[src/rtl/vedic_mult_pipe.sv]
// vedic_mult_pipe: pipelined Urdhva-Tiryagbhyam (Vedic) multiplier behind a
// valid/ready stream interface. The product is built from 2x2 base products
// that are merged four-at-a-time, one register level per merge.
//
// Parameters
//   WIDTH        operand width, power of two in 4..32 (product is 2*WIDTH)
//
// Ports
//   clk          clock, rising edge
//   rst          asynchronous active-high reset
//   in_valid     operand pair valid
//   in_ready     operands accepted this cycle (combinational, low on stall)
//   in_a, in_b   multiplicand / multiplier
//   in_signed    (VEDIC_SIGNED_EN only) treat operands as two's complement
//   out_valid    product valid
//   out_ready    downstream accepts product
//   out_product  a*b, 2*WIDTH bits, held stable while stalled
//   busy         any pipeline stage holds a valid token
//
// Optional feature: define VEDIC_SIGNED_EN to add the in_signed port.
// Latency is LEVELS+1 register stages: S0 operands, S1 base products,
// S2..S(LEVELS) merges; the last merge stage drives out_product.
module vedic_mult_pipe #(
    parameter int unsigned WIDTH = 4
) (
    input  logic               clk,
    input  logic               rst,
    input  logic               in_valid,
    output logic               in_ready,
    input  logic [WIDTH-1:0]   in_a,
    input  logic [WIDTH-1:0]   in_b,
`ifdef VEDIC_SIGNED_EN
    input  logic               in_signed,
`endif
    output logic               out_valid,
    input  logic               out_ready,
    output logic [2*WIDTH-1:0] out_product,
    output logic               busy
);

    localparam int unsigned LEVELS = $clog2(WIDTH);
    localparam int unsigned L      = LEVELS + 1;
    localparam int unsigned PW     = 2 * WIDTH;

    logic             advance;
    logic [L-1:0]     vld_q;
    logic [WIDTH-1:0] a_mag;
    logic [WIDTH-1:0] b_mag;
    logic [WIDTH-1:0] a_q;
    logic [WIDTH-1:0] b_q;

    // 2x2 crosswise multiply: vertical, crosswise, vertical with ripple carry
    function automatic logic [3:0] vedic2x2(input logic [1:0] x, input logic [1:0] y);
        logic [3:0] p;
        logic       t;
        logic       u;
        logic       v;
        logic       c0;
        p    = '0;
        p[0] = x[0] & y[0];
        t    = x[1] & y[0];
        u    = x[0] & y[1];
        p[1] = t ^ u;
        c0   = t & u;
        v    = x[1] & y[1];
        p[2] = v ^ c0;
        p[3] = v & c0;
        return p;
    endfunction

    // The whole pipe freezes only when the output token is refused
    assign advance   = ~(vld_q[L-1] & ~out_ready);
    assign in_ready  = advance;
    assign out_valid = vld_q[L-1];
    assign busy      = |vld_q;

    // Stage valid bits; bubbles travel as zeros and are never collapsed
    always_ff @(posedge clk or posedge rst) begin
        if (rst) begin
            vld_q <= '0;
        end else if (advance) begin
            vld_q <= {vld_q[L-2:0], in_valid};
        end
    end

`ifdef VEDIC_SIGNED_EN
    logic         sign_c;
    logic [L-2:0] sgn_q;

    // Signed operands enter as magnitudes; -2^(W-1) negates to 2^(W-1), which fits
    always_comb begin
        a_mag  = in_a;
        b_mag  = in_b;
        sign_c = 1'b0;
        if (in_signed) begin
            if (in_a[WIDTH-1]) begin
                a_mag = -in_a;
            end
            if (in_b[WIDTH-1]) begin
                b_mag = -in_b;
            end
            sign_c = in_a[WIDTH-1] ^ in_b[WIDTH-1];
        end
    end

    // Sign travels alongside the data up to the stage feeding the last merge
    always_ff @(posedge clk or posedge rst) begin
        if (rst) begin
            sgn_q <= '0;
        end else if (advance) begin
            sgn_q[0] <= sign_c;
            for (int unsigned i = 1; i < L - 1; i++) begin
                sgn_q[i] <= sgn_q[i-1];
            end
        end
    end
`else
    assign a_mag = in_a;
    assign b_mag = in_b;
`endif

    // S0: operand registers
    always_ff @(posedge clk or posedge rst) begin
        if (rst) begin
            a_q <= '0;
            b_q <= '0;
        end else if (advance) begin
            a_q <= a_mag;
            b_q <= b_mag;
        end
    end

    // Level k holds N*N products of C-bit operand chunks, index a_chunk*N + b_chunk
    for (genvar k = 1; k <= LEVELS; k++) begin : g_lvl
        localparam int unsigned C  = 1 << k;
        localparam int unsigned N  = WIDTH / C;
        localparam int unsigned NN = N * N;
        localparam int unsigned QW = 2 * C;

        logic [QW-1:0] prod_d [NN];
        logic [QW-1:0] prod_q [NN];

        if (k == 1) begin : g_base
            // S1: every 2-bit chunk of a against every 2-bit chunk of b
            always_comb begin
                prod_d = '{default: '0};
                for (int unsigned i = 0; i < N; i++) begin
                    for (int unsigned j = 0; j < N; j++) begin
                        prod_d[i*N + j] = vedic2x2(a_q[2*i +: 2], b_q[2*j +: 2]);
                    end
                end
            end
        end else begin : g_merge
            localparam int unsigned NP = 2 * N;

            // P = HH<<C + (HL+LH)<<(C/2) + LL, middle sum kept at full width
            always_comb begin
                prod_d = '{default: '0};
                for (int unsigned i = 0; i < N; i++) begin
                    for (int unsigned j = 0; j < N; j++) begin
                        prod_d[i*N + j] =
                            (QW'(g_lvl[k-1].prod_q[(2*i+1)*NP + 2*j+1]) << C)
                          + ((QW'(g_lvl[k-1].prod_q[(2*i+1)*NP + 2*j])
                            + QW'(g_lvl[k-1].prod_q[(2*i)*NP + 2*j+1])) << (C/2))
                          + QW'(g_lvl[k-1].prod_q[(2*i)*NP + 2*j]);
                    end
                end
`ifdef VEDIC_SIGNED_EN
                // Final merge restores the sign of a signed product
                if (k == LEVELS && sgn_q[L-2]) begin
                    prod_d[0] = -prod_d[0];
                end
`endif
            end
        end

        always_ff @(posedge clk or posedge rst) begin
            if (rst) begin
                prod_q <= '{default: '0};
            end else if (advance) begin
                prod_q <= prod_d;
            end
        end
    end

    assign out_product = PW'(g_lvl[LEVELS].prod_q[0]);

endmodule

[config.mk]
export PLATFORM = sky130hd
export DESIGN_NAME = vedic_mult_pipe
export DESIGN_NICKNAME = d
export VERILOG_FILES = /design/src/rtl/vedic_mult_pipe.sv
export SDC_FILE = /design/constraint.sdc
export NUM_CORES = 1
export LEC_CHECK = 0
export BUFFER_PORTS_ARGS = -buffer_cell sky130_fd_sc_hd__buf_4
export CAP_MARGIN = 0
export CORE_MARGIN = 3
export CORE_UTILIZATION = 57
export CTS_BUF_LIST = sky130_fd_sc_hd__clkbuf_8 sky130_fd_sc_hd__clkbuf_16
export DETAILED_ROUTE_END_ITERATION = 10
export GPL_TIMING_DRIVEN = 0
export PLACE_DENSITY = 0.9
export SETUP_SLACK_MARGIN = 0.4
export SLEW_MARGIN = 20
export SYNTH_ARGS = -nofsm -noshare
export SYNTH_HDL_FRONTEND = slang
export SYNTH_SLANG_ARGS = --single-unit
[constraint.sdc]
create_clock -name clk -period 3.8 [get_ports clk]
set_clock_uncertainty 0.05 [all_clocks]
set_input_delay 0.38 -clock clk [delete_from_list [all_inputs] [get_ports clk]]
set_output_delay 0.38 -clock clk [all_outputs]
set_load 0.02 [all_outputs]
[Yosys cells after proc, flatten, opt, wreduce, memory -nomap -nowiden]
Index checks and enable logic that the tools add are counted.
Cells by class
  add/sub/neg operators: 3
  multipliers: 0
  divide/modulo/power cells: 0
  $lt $le $gt $ge: 0
  equal/unequal tests: 0
  shifts and indexed selects: 0
  mux-type cells: 0
  bitwise logic cells: 35
  reductions and logical operators: 1
Operators by type and width (count)
  $and 1x1->1: 25
  $add 8x4->8: 1
  $add 8x7->8: 1
  $xor 1x1->1: 8
  $add 4x4->5: 1
  $reduce_or 3->1: 1
  $not 1->1: 2
Storage, ports and cells
  flip-flop bits (word level): 35
  bits in latches: 0
  memory bits (writable): 0
  bits in read-only memories: 0
  output and inout port bits: 11
  logic and storage cells: 47
  memories: 0

[Depth between registers and ports, before layout]
Gate-level depths: netlist (run 1).
  depth in word-level cells: 3
  gate-level depth with buffers: 9
  mapped depth without buffers: 9

[Least setup slack after synthesis (run 1)]
Ideal clock, no wire load.
  path type: reg2reg
  start point: reg g_lvl[1].prod_q[4] (netlist bit)
  end point: reg g_lvl[2].prod_q (netlist bit out_product[7])
  library setup time: 127 ps
  arrival: 2049 ps
  data required time: 3623 ps
  slack: 1575 ps
  cell stages (with the launch flop): 10
  path buffers: 0
  period minus slack after synthesis: 2225 ps
  cells stage by stage: dfrtp_1 > ha_1 > fa_1 > a21o_1 > a21o_1 > ha_1 > o211ai_1 > o21ai_1 > xnor2_1 > o21ai_0
On the way
  cells in the longest elaborated chain, start to end: 3
RTL lines
  start: declaration: line 141  | logic [QW-1:0] prod_q [NN];
  start signal: assignment: line 181  | prod_q <= prod_d;
  $add 4x4->5: line 164  | + QW'(g_lvl[k-1].prod_q[(2*i)*NP + 2*j+1])) << (C/2))
  $add 8x7->8: line 163  | + ((QW'(g_lvl[k-1].prod_q[(2*i+1)*NP + 2*j])
  $add 8x4->8: line 165  | + QW'(g_lvl[k-1].prod_q[(2*i)*NP + 2*j]);
  end signal: assignment: line 181
  end: declaration: line 141
Every way passes these cells.
A chain may end at the register's enable or synchronous reset.

[Worst setup path in the final report (run 1)]
  start point: reg g_lvl[1].prod_q[4] (netlist bit)
  end point: reg g_lvl[2].prod_q (netlist bit out_product[6])
Same word-level chain as after synthesis.

==> summary.md, run 1 <==
| Metric | Value |
|---|---|
| Initial core utilization | 62.7% |
| # IOs | 23 |
| Die Area | 3880 um^2 |
| Hold Slack | 156 ps |
| Final worst setup slack | 1430 ps |
| Post-route cell area | 2160 um^2 |
| Worst slew pin tran | slightly above 700 ps |
| Number of flops mapped to enable cells by yosys | 0 |
| Final #Nets | 257 |
| # H-tree levels | 2 |
| Final setup TNS | 0 ps |
| Die width | 62.3 um |
| Cts repair resizes | 0 |
| Sequential Area | 876 um^2 |
| Synth Area per Inst | between 9 and 10 um^2 |
| Final hold vios | 0 |
| Area fraction of the dominant cell type after synthesis | 48.5% |
| Synthesized net count | 228 |
| Post-synthesis register bit count | 35 |
| Placed instance area | slightly above 2000 um^2 |
| CTS max path bufs | 2 |
| Row count | 19 |
| # diodes | 0 |
| CTS Buf Count | 5 |
| Worst hold path class | in -> async |
| Reg2Reg Setup Slack | roughly 1400 ps |
| Finish-stage setup viols | 0 |
| WP data arrival | 2520 ps |
| Max VDD drop | roughly 0.00046 V |
| Critical R2R Launch | g_lvl[1].prod_q[4] |
| Post-Place Cells | 261 |
| Fmax | about 420 MHz |
| Fill cell count | 198 |
| Critical-path cell list | ha_1 -> fa_1 -> xor2_1 -> ha_1 -> nor2b_4 -> o21a_1 -> o21a_1 -> o31ai_2 |
| Initial DRC count | 78 |
| Synth cell types | 26 |
| Post-Synthesis Cell Area | 1800 um^2 |
| Type of origin of the critical path | flip-flop |
| Final HPWL DP | 2550 um |
| # DRC | 0 |
| CTS root buf | clkbuf_8 |
| Slew HR | 52.8% |
| Max-slew violations | 0 |
| Remaining Overflow, GRT | 0 |
| Kind of critical path | reg -> reg |
| WP data required | 3950 ps |
| Skew-Pair Late Insertion Delay | approximately 300 ps |
| Vias in the first global route | between 1000 and 1500 |
| Hold-fix buffers, CTS | 0 |
| Core Region | approximately 2900 um^2 |
| CP max-delay cell | fa_1 |
| Wire length of the first global-routing pass | 6360 um |
| Area Growth Syn to Fin | 19.6% |
| CP top delay family | adder cells |
| Pwr per Cell Area | 733 nW/um^2 |
| Final period utilization | 62.3% |
| Setup Slack @ Placement | between 1000 and 1500 ps |
| Critical Path Max Stage Delay | roughly 420 ps |
| CP Buf/Inv Count | 0 |
| Sequential area share after synthesis | 48.5% |
| Synth warnings | 0 |
| Drt pass-1 iters | 4 |
| Multi-input gate area | 866 um^2 |
| Pleak | roughly 1.2 nW |
| Most frequent cells in the layout | nand2_1, dfrtp_1, buf_4 |
| RSZ-0062 raised after global routing | false |
| Finished Layout Cells | 269 |
| WL final | 3610 um |
| Post-synth top flop | dfrtp_1 |
| Buffers on Ports | 22 |
| Ys async rst share | 100% |
| Die Y | ~62 um |
| GRT Total Usage | around a fifth |
| Clock Pin Slew Worst Setup and Hold Paths | roughly 80 ps |
| Layout cells sized above 1 | 18.1% |
| Commonest non-fill, non-tap cell in the layout | nand2_1 |
| Critical path endpoint category | flip-flop |
| R2R depth | 8 |
| Max-Cap Viols | 0 |
| CTS Sinks | 35 |
| Placer Congestion | 0.818 |
| Largest cells by area after synthesis | dfrtp_1, nand2_1, ha_1 |
| Via/cell ratio | between 5 and 6 |
| Wire per inst | roughly 13 um |
| Tmin final | 2370 ps |
| Final ANT Viol Nets | 0 |
| Status | finished clean |
| Crit path max fanout | 4 |
| CTS tree | done |
| FF-to-FF End | out_product[6] |
| Cells after synthesis | between 150 and 200 |
| DR vias | between 1000 and 1500 |
| Cell taking the most area after synthesis | dfrtp_1 |
| Post-CTS Setup Repair Bufs | 0 |
| Initial antenna violation count | 0 |
| Largest net degree at the start of global routing | 36 |
==> worst max path at each step <==
stage	depth (start not counted)	to	slack [ps]	start
6_report	8	out_product[6]	1430	g_lvl[1].prod_q[4]
5_1_grt	9	out_product[7]	1310	g_lvl[1].prod_q[4]
4_1_cts	8	out_product[6]	1420	g_lvl[1].prod_q[8]
3_5_place_dp	9	out_product[7]	1460	g_lvl[1].prod_q[4]
3_3_place_gp	9	out_product[7]	1460	g_lvl[1].prod_q[4]
2_1_floorplan	9	out_product[7]	1570	g_lvl[1].prod_q[4]
==> through the flow <==
step	utilization [%]	total power [W]
floorplan	-	0.000978
global placement	70.3	0.00114
detailed placement	70.3	0.00117
CTS	75.0	0.00159
global route	75.0	0.00169
finish	75.0	0.00158
==> state kept, by name, indices dropped and copies added (netlist names) <==
register	cells
a_q	4
b_q	4
g_lvl.prod_q	16
out_product	8
vld_q	3
==> cells by family after synthesis <==
kind of cell | Yosys count | share of synthesized area (%)
AND/OR/NAND/NOR | 107 | 25.2
flip-flops | 35 | 48.5
AO/OA/AOI/OAI | 19 | 6.80
adder cells (fa/ha/maj) | 19 | 14.0
buffers and inverters | 13 | 3.47
XOR/XNOR | 4 | 1.94
==> Yosys cell counts (4+ instances only) <==
| cell type | count |
|---|---|
| nand2_1 | 85 |
| dfrtp_1 | 35 |
| ha_1 | 17 |
| and2_1 | 12 |
| buf_2 | 5 |
| inv_1 | 5 |
| a21o_1 | 4 |
| a21oi_1 | 4 |
| nand3_1 | 4 |
| o21ai_0 | 4 |
==> power by group <==
part	internal (W)	switching, W	total [W]
Sequential	0.000489	0.0000864	0.000576
Combinational	0.000262	0.000339	0.000601
Clock	0.000262	0.000144	0.000406
==> final cells by class <==
class	instances	area share, %
plain buffers	7	1.86
clock buffers	5	3.19
clock inverters	3	3.13
inverters	6	1.04
multi-input cells	149	40.1
flip-flops and latches	35	40.6
well taps	42	2.43
repair buffers	22	7.65
==> metal layers <==
layer / track usage, % / vias to the layer above / part of all wire (%)
li1: - / 686 / -
met1: 24.8 / 658 / 42
met5: 0 / - / 0
met2: 35.1 / 46 / 49
met4: 10.5 / 0 / 2.7
met3: 6.31 / 12 / 5.7
(Power assumes the default switching activity.)
==> run 2, diff against run 1 <==
Clock period 3.8 ns to 2.4 ns, I/O delays scaled along.
==> run 2 against run 1 <==
Hold slack worse by 140 ps. Clock-buffer cell count up 2. Combinational power is 86% higher. Power rose by 58%. Sequential cell count is the same. Via count stayed put. Critical endpoint is now out_product[7]. Largest power group unchanged.
==> summary.md, run 2 (synthesized netlist as in run 1, its figures left out) <==
| Metric | Value |
|---|---|
| Max-Cap Viols | 0 (unchanged) |
| Die width | 62.3 um (unchanged) |
| CTS Buf Count | 5 (unchanged) |
| Clock Pin Slew Worst Setup and Hold Paths | 70 ps (about the same) |
| Worst slew pin tran | 715 ps (+8.56 ps) |
| Max reg flops | 16 (unchanged) |
| Placer Congestion | 0.784 (-4.2%) |
| Initial DRC count | 92 (+18%) |
| Largest net degree at the start of global routing | 36 (unchanged) |
| Fmax | 443 MHz (+4.8%) |
| # IOs | 23 (unchanged) |
| Core Region | 2880 um^2 (unchanged) |
| Max-slew violations | 0 (unchanged) |
| Crit path max fanout | 3 (-1) |
| WL final | 3690 um (+2.0%) |
| Final #Nets | 260 (+1.2%) |
| Status | finished clean |
| Finish-stage setup viols | 0 (unchanged) |
| RSZ-0062 raised after global routing | true |
| Largest Register | g_lvl.prod_q |
| Layout cells sized above 1 | 22.6% (+4.5 points) |
| Wire length of the first global-routing pass | 6380 um (+0.22%) |
| Final hold vios | 0 (unchanged) |
| WP data required | 2540 ps (-1410 ps) |
| Drt pass-1 iters | 6 (+2) |
| Skew-Pair Late Insertion Delay | 290 ps (about the same) |
| Hold-fix buffers, CTS | 0 (unchanged) |
| Final ANT Viol Nets | 0 (unchanged) |
| CTS tree | done |
| Die Y | 62.3 um (unchanged) |
| # diodes | 0 (unchanged) |
| DR vias | 1402 (unchanged) |
| Area Growth Syn to Fin | 22.4% |
| Pwr per Cell Area | 1130 nW/um^2 (+54%) |
| R2R depth | 9 (+1) |
| Die Area | 3880 um^2 (unchanged) |
| Vias in the first global route | 1438 (-0.069%) |
| Slew HR | 52.2% (-0.57 points) |
| # DRC | 0 (unchanged) |
| Tmin final | 2260 ps (-109 ps) |
| WP data arrival | 2400 ps (-120 ps) |
| Final HPWL DP | 2540 um (-0.60%) |
| CTS max path bufs | 2 (unchanged) |
| Initial core utilization | 62.7% (unchanged) |
| Commonest non-fill, non-tap cell in the layout | nand2_1 |
| Final core utilization | 76.8% (+1.7 points) |
| Type of origin of the critical path | flip-flop |
| Row count | 19 (unchanged) |
| Pleak | 1.22 nW (about the same) |
| Initial antenna violation count | 0 (unchanged) |
| # H-tree levels | 2 (unchanged) |
| Buffers on Ports | 22 (unchanged) |
| GRT Total Usage | 21.1% (-0.022 points) |
| CTS Sinks | 35 (unchanged) |
| Final period utilization | 94.1% (+32 points) |
| Kind of critical path | reg -> reg |
| Via/cell ratio | 5.15 (-1.1%) |
| Fill cell count | 191 (-3.5%) |
| Max VDD drop | 0.000759 V (+65%) |
| Critical path endpoint category | flip-flop |
| CTS root buf | clkbuf_8 |
| Final setup TNS | 0 ps (unchanged) |
| Remaining Overflow, GRT | 0 (unchanged) |
| Wire per inst | 13.6 um (+0.92%) |
| Most frequent cells in the layout | nand2_1, dfrtp_1, buf_4 |
| Worst hold path class | in -> async |
==> run 2: path summary, 6_finish.rpt <==
check	from	end	slack [ps]
worst max register to register	g_lvl[1].prod_q[8]	out_product[7]	140
worst min register to register	out_product[2]	out_product[2]	420
worst min-delay path	rst	g_lvl[1].prod_q[15]	10
max in group asynchronous	rst	g_lvl[1].prod_q[13]	1820
worst max-delay path	g_lvl[1].prod_q[8]	out_product[7]	140
min in group clk	in_valid	vld_q[0]	90
==> run 2: final cells by class <==
class / instances / area, um^2 / area share (%)
plain buffers: 7 / 40.0 / 1.81
clock buffers: 7 / 96.3 / 4.36
clock inverters: 1 / 3.75 / 0.170
inverters: 6 / 22.5 / 1.02
multi-input cells: 149 / 926 / 41.9
flip-flops and latches: 35 / 876 / 39.7
well taps: 42 / 52.6 / 2.38
repair buffers: 25 / 191 / 8.67
==> run 2: critical path, cell delays in order, from the launching register on <==
cell,delay (ps)
dfrtp_1,390
ha_2,200
fa_2,370
a21o_1,200
a21o_1,210
ha_4,280
o211ai_1,100
o21ai_1,170
xnor2_1,130
o21ai_1,70
==> run 2: through the flow <==
step | area (um^2) | total power [W] | hold WS, ps | cells | worst slack (ps)
2_1_floorplan | 1820 | 0.00156 | 302 | 197 | 250
6_report | 2210 | 0.00250 | 13.3 | 272 | 142
5_1_grt | 2210 | 0.00269 | 67.8 | 272 | 66.2
4_1_cts | 2160 | 0.00240 | 37.3 | 271 | 162
3_3_place_gp | 2040 | 0.00183 | 385 | 261 | 164
3_5_place_dp | 2040 | 0.00187 | 355 | 261 | 131
==> run 2: timing repair <==
item                       4_1_cts  5_1_grt
setup endpoints to repair        3        4
buffers inserted                 2        1
pin swaps                        5        6
gates resized for setup          3        6
==> run 2: metal layers <==
layer	global-route usage [%]	vias up	routed length, um
met1	24.5	667	1600
met4	9.37	0	80
met3	6.13	10	156
li1	-	690	-
met5	0	-	0
met2	36.0	35	1850
==> run 2: report_power, final <==
| part | total (W) | leakage, nW | internal, W | switching, W |
|---|---|---|---|---|
| sequential | 0.000913 | 0.445 | 0.000776 | 0.000137 |
| clock | 0.000469 | 0.0557 | 0.000258 | 0.000211 |
| combinational | 0.00112 | 0.720 | 0.000522 | 0.000594 |
==> run 3, diff against run 2 <==
Settings changed: CTS_CLUSTER_SIZE from default to 30, REMOVE_ABC_BUFFERS from default to 1.
==> run 3 against run 2 <==
Hold slack better by 7.7 ps. Critical path depth unchanged. Sequential power barely moved. Sequential share of layout area down 0.11 points. Via count fell by 1.1%. Clock power increased by 35%. Global-route usage fell by 1.6 points. Utilization rose by 0.22 points. Non-clock buffer count decreased by 3. Combinational power decreased by 9%. Power grew 2.9%. Critical endpoint unchanged.
==> summary.md, run 3 (synthesized netlist as in run 1, its figures left out) <==
| Metric | Value |
|---|---|
| DR vias | 1386 (-1.1%) |
| Fill cell count | 205 (+7.3%) |
| Most frequent cells in the layout | nand2_1, dfrtp_1, buf_4 |
| Die width | 62.3 um (unchanged) |
| WP data required | 2530 ps (about the same) |
| CTS max path bufs | 2 (unchanged) |
| Kind of critical path | reg -> reg |
| CTS Sinks | 35 (unchanged) |
| R2R depth | 9 (unchanged) |
| CP top delay family | adder cells |
| # DRC | 0 (unchanged) |
| Row count | 19 (unchanged) |
| GR Util met3 | 6.31% (+0.18 points) |
| Post-Place Cells | 254 (-2.7%) |
| Largest net degree at the start of global routing | 36 (unchanged) |
| Core Region | 2880 um^2 (unchanged) |
| Clock Pin Slew Worst Setup and Hold Paths | 70 ps (about the same) |
| Initial antenna violation count | 0 (unchanged) |
| Critical R2R Launch | g_lvl[1].prod_q[8] |
| Slew HR | 49.9% (-2.3 points) |
| Grt peak-use layer | met2 |
| Initial DRC count | 59 (-36%) |
| Final core utilization | 77.0% (+0.22 points) |
| # IOs | 23 (unchanged) |
| Final HPWL DP | 2280 um (-10%) |
| CP Buf/Inv Count | 0 (unchanged) |
| Finish-stage setup viols | 0 (unchanged) |
| Status | finished clean |
| Pleak | 1.23 nW (+0.48%) |
| CTS root buf | clkbuf_8 |
| Met2 Use GR | 33.9% (-2.2 points) |
| CTS tree | done |
| Placer Congestion | 0.854 (+8.9%) |
| Critical-path cell list | ha_2 -> fa_2 -> a21o_1 -> a21o_1 -> ha_4 -> o211ai_1 -> o21ai_1 -> xnor2_1 -> o21ai_1 |
| Crit path depth | 9 (unchanged) |
| Worst hold path class | in -> async |
| Tmin final | 2260 ps (+6.55 ps) |
| Final ANT Viol Nets | 0 (unchanged) |
| Layout cells sized above 1 | 21.9% (-0.68 points) |
| Wire per inst | 13.1 um (-3.4%) |
| Commonest non-fill, non-tap cell in the layout | nand2_1 |
| Die Y | 62.3 um (unchanged) |
| # H-tree levels | 2 (unchanged) |
| Final hold vios | 0 (unchanged) |
| Type of origin of the critical path | flip-flop |
| Pwr per Cell Area | 1160 nW/um^2 (+2.6%) |
| Max VDD drop | 0.000752 V (-0.90%) |
| Vias in the first global route | 1343 (-6.6%) |
| Fmax | 442 MHz (-0.29%) |
| Via/cell ratio | 5.13 (-0.41%) |
| Crit path from | g_lvl[1].prod_q[8] |
| Max reg flops | 16 (unchanged) |
| CTS Buf Count | 5 (unchanged) |
| Initial core utilization | 62.7% (unchanged) |
| Max-Cap Viols | 0 (unchanged) |
| RSZ-0062 raised after global routing | true |
| Skew-Pair Late Insertion Delay | 290 ps (about the same) |
| Remaining Overflow, GRT | 0 (unchanged) |
| Critical Path Max Stage Delay | 400 ps (about the same) |
| Final #Nets | 258 (-0.77%) |
| Final period utilization | 94.4% (+0.27 points) |
| GR Layer Usage met1 | 22.4% (-2.1 points) |
| Area Growth Syn to Fin | 22.7% |
| Finished Layout Cells | 270 (-0.74%) |
| Buffers on Ports | 22 (unchanged) |
| Critical path endpoint category | flip-flop |
| WL final | 3540 um (-4.1%) |
| Wire length of the first global-routing pass | 5930 um (-7.0%) |
| # diodes | 0 (unchanged) |
| Largest Register | g_lvl.prod_q |
| GRT Total Usage | 19.5% (-1.6 points) |
| Crit path max fanout | 4 (+1) |
| CP max-delay cell | dfrtp_1 |
| Max-slew violations | 0 (unchanged) |
| Die Area | 3880 um^2 (unchanged) |
| Drt pass-1 iters | 4 (-2) |
| Worst slew pin tran | 748 ps (+32.7 ps) |
| WP data arrival | 2390 ps (about the same) |
run 3: changes by cell type in the layout (fill, tap and decap cells not counted), sizes merged:
cell,change
buf,-3
bufinv,+2
clkbuf,-2
clkinvlp,+1
inv,-1
nor2b,+1
run 3: final timing paths:
kind                                       end  slack, ps
hold / removal              g_lvl[1].prod_q[1]         20
hold reg to reg            g_lvl[1].prod_q[12]        420
setup reg to reg                out_product[7]        140
setup / recovery                out_product[7]        140
max in group asynchronous       out_product[4]       1820
min in group clk                      vld_q[0]         90
run 3: layout make-up:
| type | count | area [um^2] | share of cell area, % |
|---|---|---|---|
| multi-input cells | 150 | 906 | 40.9 |
| flip-flops and latches | 35 | 876 | 39.5 |
| repair buffers | 29 | 221 | 10.0 |
| clock buffers | 5 | 68.8 | 3.11 |
| clock inverters | 3 | 67.6 | 3.05 |
| well taps | 42 | 52.6 | 2.37 |
| inverters | 6 | 22.5 | 1.02 |
run 3: repair_timing:
| action | CTS | global route |
|---|---|---|
| cloned | 1 | 0 |
| gates resized for setup | 6 | 5 |
| pin swaps | 10 | 4 |
| endpoints found under the setup margin | 5 | 5 |
| buffers inserted | 4 | 3 |
| hold buffers | 0 | 0 |
run 3: power breakdown:
group          internal (W)  switching, W
logic              0.000472      0.000549
registers          0.000775      0.000141
clock network      0.000414      0.000218
total               0.00166      0.000909
run 3: stage by stage:
stage               instance area (um^2)  setup TNS, ps  total power (W)  worst slack [ps]  hold slack, ps
floorplan                           1760          -9890          0.00152              -338             302
global placement                    1980         -35290          0.00176             -1250             385
detailed placement                  1990          -43.9          0.00181             -43.9             360
finish                              2210              0          0.00257               135            21.0
CTS                                 2190              0          0.00254               144            41.0
global route                        2210              0          0.00275              44.5            68.9
run 3: worst register-to-register path: cells and delay by family, from the launching register on:
kind / cells / cell delay, ps
adders and majority gates: 3 / 880
AOI/OAI and AO/OA: 5 / 700
DFF: 1 / 400
xor gates and xnor gates: 1 / 130
run 3: routing by layer:
layer / up-vias / share of wire, %
met2: 31 / 51
li1: 691 / -
met1: 655 / 42
met3: 9 / 4.4
met4: 0 / 2.1
met5: - / 0
